$ cat src/rtl/stop_watch_pkg.sv
// Shared constants for the stopwatch display path: scan geometry and
// 7-segment glyphs. Glyphs are {g,f,e,d,c,b,a}, high-active; output polarity
// is applied once at the display mux output stage.
package stop_watch_pkg;

    localparam int NUM_POS  = 5;
    localparam int SIGN_POS = 4;

    localparam logic [6:0] SEG_0     = 7'h3F;
    localparam logic [6:0] SEG_1     = 7'h06;
    localparam logic [6:0] SEG_2     = 7'h5B;
    localparam logic [6:0] SEG_3     = 7'h4F;
    localparam logic [6:0] SEG_4     = 7'h66;
    localparam logic [6:0] SEG_5     = 7'h6D;
    localparam logic [6:0] SEG_6     = 7'h7D;
    localparam logic [6:0] SEG_7     = 7'h07;
    localparam logic [6:0] SEG_8     = 7'h7F;
    localparam logic [6:0] SEG_9     = 7'h6F;
    localparam logic [6:0] SEG_A     = 7'h77;
    localparam logic [6:0] SEG_B     = 7'h7C;
    localparam logic [6:0] SEG_C     = 7'h39;
    localparam logic [6:0] SEG_D     = 7'h5E;
    localparam logic [6:0] SEG_E     = 7'h79;
    localparam logic [6:0] SEG_F     = 7'h71;
    localparam logic [6:0] SEG_MINUS = 7'h40;
    localparam logic [6:0] SEG_BLANK = 7'h00;

endpackage

$ cat src/rtl/seg7_decode.sv
// Combinational hex-to-7-segment decoder; high-active {g..a} glyph out.
module seg7_decode
    import stop_watch_pkg::*;
(
    input  logic [3:0] i_val,
    output logic [6:0] o_seg
);

    // Map the 4-bit value to its glyph; 10..15 show A,b,C,d,E,F.
    always_comb begin
        o_seg = SEG_BLANK;
        case (i_val)
            4'h0: o_seg = SEG_0;
            4'h1: o_seg = SEG_1;
            4'h2: o_seg = SEG_2;
            4'h3: o_seg = SEG_3;
            4'h4: o_seg = SEG_4;
            4'h5: o_seg = SEG_5;
            4'h6: o_seg = SEG_6;
            4'h7: o_seg = SEG_7;
            4'h8: o_seg = SEG_8;
            4'h9: o_seg = SEG_9;
            4'hA: o_seg = SEG_A;
            4'hB: o_seg = SEG_B;
            4'hC: o_seg = SEG_C;
            4'hD: o_seg = SEG_D;
            4'hE: o_seg = SEG_E;
            4'hF: o_seg = SEG_F;
            default: o_seg = SEG_BLANK;
        endcase
    end

endmodule

$ cat src/rtl/stop_watch_disp_mux.sv
// Time-multiplexed 5-position 7-segment driver for the stopwatch.
// Scan order per frame is sign (slot 4) then digits 3..0, each slot 2^N
// cycles long with a GUARD-cycle dark window at its start. Inputs are
// snapshotted when a frame begins so a frame never mixes old and new values.
// The slot that reset lands in is a dark warm-up slot 4 (snapshot still
// zero); its wrap starts the first real frame, so the first frame_start
// arrives 2^N cycles after reset is released.
module stop_watch_disp_mux
    import stop_watch_pkg::*;
#(
    parameter int N          = 18,
    parameter int GUARD      = 2,
    parameter int ACTIVE_LOW = 1
) (
    input  logic               clk,
    input  logic               reset,
    input  logic [3:0]         d3,
    input  logic [3:0]         d2,
    input  logic [3:0]         d1,
    input  logic [3:0]         d0,
    input  logic               minus_flag,
    input  logic               blank_lz,
    input  logic [3:0]         dp_en,
    output logic [NUM_POS-1:0] an,
    output logic [6:0]         seg,
    output logic               dp,
    output logic               frame_start
);

    localparam logic [N-1:0] PRESC_MAX = '1;
    localparam logic [N-1:0] GUARD_V   = N'(GUARD);
    localparam logic [2:0]   SIGN_SLOT = 3'(SIGN_POS);
    localparam logic         INV       = (ACTIVE_LOW != 0);

    logic [N-1:0]      r_presc;
    logic [2:0]        r_slot;
    logic              r_run;
    logic [3:0][3:0]   r_snap_d;
    logic              r_snap_minus;
    logic              r_snap_blz;
    logic [3:0]        r_snap_dp;

    logic              w_boundary;
    logic              w_new_frame;
    logic              w_blank3;
    logic              w_blank2;
    logic              w_blank1;
    logic [3:0]        w_val;
    logic              w_pos_blank;
    logic [6:0]        w_glyph;
    logic [6:0]        w_seg_hi;
    logic              w_dp_hi;
    logic [NUM_POS-1:0] w_an_hi;

    assign w_boundary  = (r_presc == PRESC_MAX);
    assign w_new_frame = w_boundary && (!r_run || (r_slot == 3'd0));

    // Prescaler, slot sequencing, frame snapshot and frame_start pulse.
    always_ff @(posedge clk) begin
        if (!reset) begin
            r_presc      <= '0;
            r_slot       <= SIGN_SLOT;
            r_run        <= 1'b0;
            r_snap_d     <= '0;
            r_snap_minus <= 1'b0;
            r_snap_blz   <= 1'b0;
            r_snap_dp    <= '0;
            frame_start  <= 1'b0;
        end else begin
            r_presc     <= r_presc + 1'b1;
            frame_start <= w_new_frame;
            if (w_boundary) begin
                r_run <= 1'b1;
                if (w_new_frame) begin
                    r_slot       <= SIGN_SLOT;
                    r_snap_d     <= {d3, d2, d1, d0};
                    r_snap_minus <= minus_flag;
                    r_snap_blz   <= blank_lz;
                    r_snap_dp    <= dp_en;
                end else begin
                    r_slot <= r_slot - 3'd1;
                end
            end
        end
    end

    // Leading-zero blanking ripples rightwards from the thousands digit.
    assign w_blank3 = r_snap_blz && (r_snap_d[3] == 4'd0);
    assign w_blank2 = w_blank3 && (r_snap_d[2] == 4'd0);
    assign w_blank1 = w_blank2 && (r_snap_d[1] == 4'd0);

    // Select the digit value and its blanking flag for the current slot.
    always_comb begin
        w_val       = 4'd0;
        w_pos_blank = 1'b1;
        case (r_slot)
            3'd3: begin w_val = r_snap_d[3]; w_pos_blank = w_blank3; end
            3'd2: begin w_val = r_snap_d[2]; w_pos_blank = w_blank2; end
            3'd1: begin w_val = r_snap_d[1]; w_pos_blank = w_blank1; end
            3'd0: begin w_val = r_snap_d[0]; w_pos_blank = 1'b0;     end
            default: begin w_val = 4'd0; w_pos_blank = 1'b1; end
        endcase
    end

    seg7_decode u_dec (
        .i_val (w_val),
        .o_seg (w_glyph)
    );

    // High-active glyph, decimal point and anode for the current slot.
    always_comb begin
        if (r_slot == SIGN_SLOT) begin
            w_seg_hi = r_snap_minus ? SEG_MINUS : SEG_BLANK;
            w_dp_hi  = 1'b0;
        end else begin
            w_seg_hi = w_pos_blank ? SEG_BLANK : w_glyph;
            w_dp_hi  = r_snap_dp[r_slot[1:0]];
        end
        if (r_presc < GUARD_V) begin
            w_an_hi = '0;
        end else begin
            w_an_hi = {{(NUM_POS-1){1'b0}}, 1'b1} << r_slot;
        end
    end

    // Registered outputs with display polarity applied here only.
    always_ff @(posedge clk) begin
        if (!reset) begin
            an  <= {NUM_POS{INV}};
            seg <= {7{INV}};
            dp  <= INV;
        end else begin
            an  <= w_an_hi ^ {NUM_POS{INV}};
            seg <= w_seg_hi ^ {7{INV}};
            dp  <= w_dp_hi ^ INV;
        end
    end

endmodule

$ cat config.mk
export PLATFORM = sky130hd
export DESIGN_NAME = stop_watch_disp_mux
export DESIGN_NICKNAME = d
export VERILOG_FILES = /design/src/rtl/stop_watch_pkg.sv /design/src/rtl/seg7_decode.sv /design/src/rtl/stop_watch_disp_mux.sv
export SDC_FILE = /design/constraint.sdc
export NUM_CORES = 1
export LEC_CHECK = 0
export ABC_AREA = 1
export CORE_UTILIZATION = 45
export DETAILED_ROUTE_END_ITERATION = 8
export PLACE_DENSITY_LB_ADDON = 0.3
export SYNTH_ARGS = -nofsm -noshare
export SYNTH_HDL_FRONTEND = slang
export SYNTH_HIERARCHICAL = 1
export SYNTH_SLANG_ARGS = --single-unit
$ cat constraint.sdc
create_clock -name clk -period 3.5 [get_ports clk]
set_clock_uncertainty 0.1 [all_clocks]
set_input_delay 0.525 -clock clk [delete_from_list [all_inputs] [get_ports clk]]
set_output_delay 0.525 -clock clk [all_outputs]
set_load 0.005 [all_outputs]
==> impl_metrics.env, run 1 <==
export IMPL_die_x_um=82.01
export IMPL_path_cells="inv_1, ha_1, nand2_1, inv_1, nand2_1, o2111ai_1, ha_1, inv_1, nand2_1, nand2_1, nand2_1, nand2_1, nand3_1, nand2_1, nand2_1"
export IMPL_vias_per_cell=5.099
export IMPL_cp_buffers_inverters=3
export IMPL_min_period_ns=2.390
export IMPL_worst_endpoint_required_ns=3.63
export IMPL_clk_path_buf_depth=2
export IMPL_async_flop_share=0
export IMPL_cts_hold_buf=0
export IMPL_critPathLaunchType="flop"
export IMPL_hpwl_um=4355
export IMPL_fin_nets=471
export IMPL_fmax_mhz=418.5
export IMPL_hold_ws_ns=0.3606
export IMPL_slew_limit_headroom=0.4438
export IMPL_worst_path_largest_cell_delay_ns=0.41
export IMPL_antenna_found_initial=0
export IMPL_ant_nets=0
export IMPL_sw_frac_of_total=0.2091
export IMPL_drt_initial_drc_count=92
export IMPL_final_area_um2=3468
export IMPL_start_util=0.4752
export IMPL_cts_tree="yes"
export IMPL_min_path_cells=2
export IMPL_clockRootBuffer="clkbuf_8"
export IMPL_ys_warn_count=6
export IMPL_worstMarginPinSlew_ns=0.8323
export IMPL_hold_viol=0
export IMPL_p_int_w=0.001061
export IMPL_syn_area_per_cell_um2=7.237
export IMPL_cp_end_kind="flop"
export IMPL_synth_compound_area_share=0.1012
export IMPL_dpl_cell_area_um2=3271
export IMPL_p_sw_w=0.0002806
export IMPL_avgRoutedWirePerCell_um=12.00
export IMPL_ios=38
export IMPL_post_cts_buffers=0
export IMPL_grt_overflow_total=0
export IMPL_grt_setup_unrepaired="false"
export IMPL_num_vias=2621
export IMPL_cts_buffers_inserted=9
export IMPL_layout_drive_gt1_share=0.05923
export IMPL_insertion_delay_ns=0.34
export IMPL_critPathSlowestCell="dfxtp_1"
export IMPL_synth_xor_area_share=0.009123
export IMPL_critPathMostFrequentCell="nand2_1"
export IMPL_combPwrFrac=0.037
export IMPL_synth_edff_count=0
export IMPL_synthMuxAreaShare=0
export IMPL_crit_arrival_ns=2.52
export IMPL_port_buffers=37
export IMPL_cap_violations=0
export IMPL_std_cell_rows=28
export IMPL_synth_seq_cells=58
export IMPL_die_area_um2=6725
export IMPL_grt_pass1_vias=2319
export IMPL_synth_ff_type="dfxtp_1"
export IMPL_synth_nets=435
export IMPL_core_area_um2=6061
export IMPL_die_y_um=82.01
export IMPL_cts_resized=0
export IMPL_p_per_area_nw_per_um2=386.9
export IMPL_power_frac_seq=0.498
export IMPL_synthCells=398
export IMPL_drc_errors=0
export IMPL_firstDrtPassIters=5
export IMPL_drv_slew=0
export IMPL_r2r_cells=15
export IMPL_synthesis_area_um2=2880
export IMPL_synth_simple_area_share=0.3380
export IMPL_clkPwrFrac=0.465
export IMPL_diodes=0
export IMPL_setup_viol=0
export IMPL_path_clk_slew_ns=0.07
export IMPL_path_max_fanout=6
export IMPL_grt_max_degree=39
export IMPL_synth_top_family_by_area="simple AND/OR/NAND/NOR gates"
export IMPL_cp_depth=15
export IMPL_crit_type="reg2reg"
export IMPL_grt_first_pass_wirelength_um=10520
export IMPL_yosysSeqAreaShare=0.4031
export IMPL_wl_um=6169
export IMPL_fin_setup_tns_ns=0
export IMPL_outcome="completed"
export IMPL_peakVddDrop_uv=210.0
export IMPL_clock_sinks=58
export IMPL_area_growth_pct=20.42
export IMPL_synthAdderAreaFrac=0.05647
export IMPL_leakage_nw=1.287
export IMPL_synth_cell_type_count=30
export IMPL_grt_usage=0.2101
export IMPL_gp_congestion=0.9035
export IMPL_period_share=0.6827
export IMPL_cts_max_level=3
export IMPL_cp_top_family="simple AND/OR/NAND/NOR gates"
export IMPL_hp_class="reg2reg"
[placed cells by master (no fill, tap or decap)]
cell and count:
and2_0 1, o2111ai_1 3, buf_4 2, xor2_1 3
nand2_2 3, clkdlybuf4s50_1 37, a21oi_1 36, inv_2 2
o21a_1 1, nor2_4 1, clkbuf_1 3, nor2_8 1
ha_1 13, clkinv_2 1, bufinv_16 1, nand4_1 34
nand2_1 106, nor3_1 9, a31oi_1 1, clkbuf_8 11
o21ai_0 10, a21boi_1 1, o22ai_1 1, nor2_1 31
nand3_1 18, o211ai_1 1, nor2_2 2, nand3_4 2
inv_1 44, dfxtp_1 58, nand3b_1 1, clkinv_1 1
[path summary, 6_finish.rpt]
check / start / to / slack [ns]
max: r_slot[0]$_SDFFE_PN0P_ / seg[6]$_SDFF_PN1_ / 1.11
min: r_run$_SDFFE_PN0P_ / r_run$_SDFFE_PN0P_ / 0.36
max reg2reg: r_slot[0]$_SDFFE_PN0P_ / seg[6]$_SDFF_PN1_ / 1.11
min reg2reg: r_run$_SDFFE_PN0P_ / r_run$_SDFFE_PN0P_ / 0.36
[logic make-up (layout without fill, tap and decap cells)]
logic type / count (synthesis) / in the layout
compound gates: 54 / 54
xor+xnor: 3 / 3
fa+ha+maj: 13 / 13
buf+inv: 61 / 102
flops: 58 / 58
simple gates: 209 / 209
[worst reg2reg max path, delay by kind of cell, from the launching register on]
kind	cells	cell delay [ns]
AO/OA/AOI/OAI	1	0.26
adder cells (fa/ha/maj)	2	0.53
buffers and inverters	3	0.31
flip-flops	1	0.41
AND/OR/NAND/NOR	9	0.70
[state kept, by name, indices dropped and copies added, names as in the netlist]
| register | cells |
|---|---|
| r_presc | 18 |
| r_snap_d | 16 |
| seg | 7 |
| an | 5 |
| r_snap_dp | 4 |
| r_slot | 3 |
| dp | 1 |
| frame_start | 1 |
| r_run | 1 |
| r_snap_blz | 1 |
| r_snap_minus | 1 |
[Yosys cell counts (2+ instances only)]
cell type | number | share of area
nand4_1 | 34 | 0.074
inv_1 | 44 | 0.057
o2111ai_1 | 3 | 0.0091
o21ai_0 | 10 | 0.017
inv_2 | 2 | 0.0026
nor3_1 | 9 | 0.016
nor2_1 | 31 | 0.040
dfxtp_1 | 58 | 0.40
xor2_1 | 3 | 0.0091
nand3_1 | 18 | 0.031
nand3_4 | 2 | 0.012
clkbuf_1 | 7 | 0.0091
nand2_1 | 106 | 0.14
nand2_2 | 3 | 0.0065
ha_1 | 13 | 0.056
a21oi_1 | 36 | 0.063
buf_6 | 4 | 0.016
nor2_2 | 2 | 0.0043
buf_2 | 2 | 0.0035
[per-layer routing]
layer | share of wire | global-route usage
met2 | 0.45 | 0.3223
met3 | 0.042 | 0.04000
met1 | 0.49 | 0.2747
met5 | 0 | 0
met4 | 0.024 | 0.1158
[layout make-up]
class                      count  area [um2]
fill                         573        2592
multi-input combinational    279        1454
sequential                    58        1161
timing repair buffer          39       385.4
inverter                      47       176.4
clock buffer                  14       162.7
tap                           75       93.84
clock inverter                 2       35.03
[per-stage QoR]
stage,total power [W],util,setup WS [ns],cells
finish,0.001342,0.5723,1.110,514
floorplan,0.0006968,-,1.462,398
CTS,0.001354,0.5723,1.102,514
detailed placement,0.0007319,0.5396,1.114,498
global placement,0.0007312,0.5396,1.187,498
global route,0.001394,0.5723,0.8833,514
[power by group through the flow]
| stage | Sequential [W] | Combinational, W | Clock (W) |
|---|---|---|---|
| after CTS | 0.000668 | 0.0000499 | 0.000637 |
| after global placement | 0.000682 | 0.0000487 | 0 |
| after global routing | 0.000668 | 0.0000551 | 0.000672 |
| after floorplan | 0.000682 | 0.0000152 | 0 |
| final | 0.000668 | 0.0000496 | 0.000624 |
| after detailed placement | 0.000683 | 0.0000493 | 0 |
No activity file was read; power rests on OpenSTA's default activity.
==> inputs of run 2 (changes only) <==
==> constraint.sdc (replaced) <==
create_clock -name clk -period 2.3 [get_ports clk]
set_clock_uncertainty 0.1 [all_clocks]
set_input_delay 0.345 -clock clk [delete_from_list [all_inputs] [get_ports clk]]
set_output_delay 0.345 -clock clk [all_outputs]
set_load 0.005 [all_outputs]
==> run 2 against run 1 <==
  * Combinational power grew 51%
  * Core utilization grew 1.3 points
  * Clock power is 53% higher
  * Critical endpoint is now seg[3]$_SDFF_PN1_
==> impl_metrics.env, run 2 (synthesized netlist as in run 1, its figures left out) <==
export IMPL_path_max_fanout=5
export IMPL_port_buffers=37
export IMPL_outcome="completed"
export IMPL_worstMarginPinSlew_ns=0.5457
export IMPL_period_share=0.9058
export IMPL_timing_rr_start="r_slot[1]$_SDFFE_PN0P_"
export IMPL_stdcell_count=519
export IMPL_insertion_delay_ns=0.34
export IMPL_clockRootBuffer="clkbuf_8"
export IMPL_clkPwrFrac=0.467
export IMPL_fin_nets=476
export IMPL_path_clk_slew_ns=0.06
export IMPL_drc_errors=0
export IMPL_min_path_cells=2
export IMPL_ant_nets=0
export IMPL_r2r_end="seg[3]$_SDFF_PN1_"
export IMPL_antenna_found_initial=0
export IMPL_firstDrtPassIters=4
export IMPL_largest_reg_flops=18
export IMPL_cp_end_kind="flop"
export IMPL_start_util=0.4752
export IMPL_grt_setup_unrepaired="false"
export IMPL_core_area_um2=6061
export IMPL_sw_frac_of_total=0.2103
export IMPL_hold_viol=0
export IMPL_power_total_w=0.002045
export IMPL_vias_per_cell=5.233
export IMPL_diodes=0
export IMPL_worst_endpoint_required_ns=2.40
export IMPL_r2r_slack_ns=0.22
export IMPL_std_cell_rows=28
export IMPL_largestRegisters="r_presc (18), r_snap_d (16), seg (7)"
export IMPL_cts_hold_buf=0
export IMPL_grt_max_degree=39
export IMPL_layout_drive_gt1_share=0.09234
export IMPL_num_vias=2716
export IMPL_dp_cells=503
export IMPL_hold_path_startpoint="r_run$_SDFFE_PN0P_"
export IMPL_final_common_cell="nand2_1"
export IMPL_p_sw_w=0.0004300
export IMPL_p_per_area_nw_per_um2=576.3
export IMPL_cts_max_level=3
export IMPL_r2r_cells=13
export IMPL_area_growth_pct=23.20
export IMPL_fillers=587
export IMPL_grt_pass1_vias=2408
export IMPL_critPathLaunchType="flop"
export IMPL_drt_initial_drc_count=115
export IMPL_die_y_um=82.01
export IMPL_die_x_um=82.01
export IMPL_crit_arrival_ns=2.18
export IMPL_hpwl_um=4730
export IMPL_fmax_mhz=480.0
export IMPL_final_core_util=0.5855
export IMPL_slew_limit_headroom=0.6358
export IMPL_drv_slew=0
export IMPL_die_area_um2=6725
export IMPL_p_int_w=0.001615
export IMPL_hp_class="reg2reg"
export IMPL_grt_overflow_total=0
export IMPL_hold_path_end="r_run$_SDFFE_PN0P_"
export IMPL_power_frac_seq=0.496
export IMPL_gp_congestion=0.9721
export IMPL_fin_setup_tns_ns=0
export IMPL_wl_um=6486
export IMPL_clk_path_buf_depth=2
export IMPL_grt_first_pass_wirelength_um=10650
export IMPL_setup_viol=0
export IMPL_leakage_nw=1.316
export IMPL_clock_sinks=58
export IMPL_combPwrFrac=0.037
export IMPL_cap_violations=0
export IMPL_post_cts_buffers=0
export IMPL_ios=38
export IMPL_peakVddDrop_uv=366.7
export IMPL_crit_type="reg2reg"
export IMPL_cts_buffers_inserted=9
export IMPL_cts_tree="yes"
export IMPL_avgRoutedWirePerCell_um=12.50
export IMPL_top_register="r_presc"
export IMPL_layout_common_cells="nand2_1 (106), dfxtp_1 (56), inv_1 (40), clkdlybuf4s50_1 (37), a21oi_1 (36)"
export IMPL_min_period_ns=2.083
export IMPL_grt_usage=0.2098
[run 2: cell types whose count changed in the layout (fill, tap and decap cells not counted)]
cell       delta
dfxtp_2       +2
inv_1         -4
buf_4         +5
o2111ai_4     +2
o2111ai_1     -2
ha_2          +2
ha_1          -2
dfxtp_1       -2
inv_2         +4
[run 2: critical path, cell delays in order (launching register included)]
cell,delay (ns)
dfxtp_2,0.34
inv_1,0.12
ha_1,0.18
nand2_1,0.09
inv_1,0.15
nand2_1,0.11
o2111ai_4,0.15
inv_2,0.10
ha_1,0.29
nand2_1,0.06
o21ai_0,0.07
nand2_1,0.06
nand2_1,0.06
nand3_1,0.06
[run 2: worst max-delay path by stage]
stage / cells past startpoint / endpoint / slack, ns / from
3_3_place_gp: 13 / seg[3]$_SDFF_PN1_ / 0.15 / r_slot[0]$_SDFFE_PN0P_
3_5_place_dp: 15 / seg[6]$_SDFF_PN1_ / 0.04 / r_slot[0]$_SDFFE_PN0P_
6_report: 13 / seg[3]$_SDFF_PN1_ / 0.22 / r_slot[1]$_SDFFE_PN0P_
2_1_floorplan: 13 / seg[3]$_SDFF_PN1_ / 0.26 / r_slot[0]$_SDFFE_PN0P_
5_1_grt: 15 / seg[6]$_SDFF_PN1_ / 0.04 / r_slot[0]$_SDFFE_PN0P_
4_1_cts: 15 / seg[6]$_SDFF_PN1_ / 0.02 / r_slot[0]$_SDFFE_PN0P_
[run 2: power by group through the flow]
stage	Combinational (W)	Sequential, W	Clock, W
final	0.0000750	0.00102	0.000955
after floorplan	0.0000231	0.00104	0
after detailed placement	0.0000757	0.00104	0
after CTS	0.0000759	0.00102	0.000969
after global placement	0.0000750	0.00104	0
after global routing	0.0000816	0.00102	0.00101
[run 2: layout make-up]
cell class / instances / area [um2] / share of cell area
inverters: 47 / 176.4 / 0.04972
repair buffers: 44 / 422.9 / 0.1192
clock buffers: 14 / 162.7 / 0.04584
flip-flops and latches: 58 / 1164 / 0.3279
clock inverters: 2 / 35.03 / 0.009873
well taps: 75 / 93.84 / 0.02645
multi-input cells: 279 / 1494 / 0.4210
[run 2: per-layer routing]
metal / part of all wire / vias up / GRT usage / wire [um]
li1: - / 1395 / - / -
met1: 0.46 / 1232 / 0.2608 / 3004
met2: 0.47 / 74 / 0.3380 / 3034
met3: 0.044 / 15 / 0.05111 / 287
met4: 0.025 / 0 / 0.1000 / 159
met5: 0 / - / 0 / 0
[run 2: repair_timing]
item / 4_1_cts / 5_1_grt
hold endpoints to repair: 0 / 0
setup endpoints to repair: 0 / 7
resized for setup: 0 / 12
[run 2: through the flow]
stage | worst slack (ns) | instance area (um2) | hold slack [ns]
4_1_cts | 0.01748 | 3506 | 0.3559
6_report | 0.2167 | 3548 | 0.3606
5_1_grt | 0.03564 | 3548 | 0.3686
3_3_place_gp | 0.1468 | 3308 | 0.3462
3_5_place_dp | 0.03702 | 3308 | 0.3461
2_1_floorplan | 0.2620 | 2880 | 0.3301
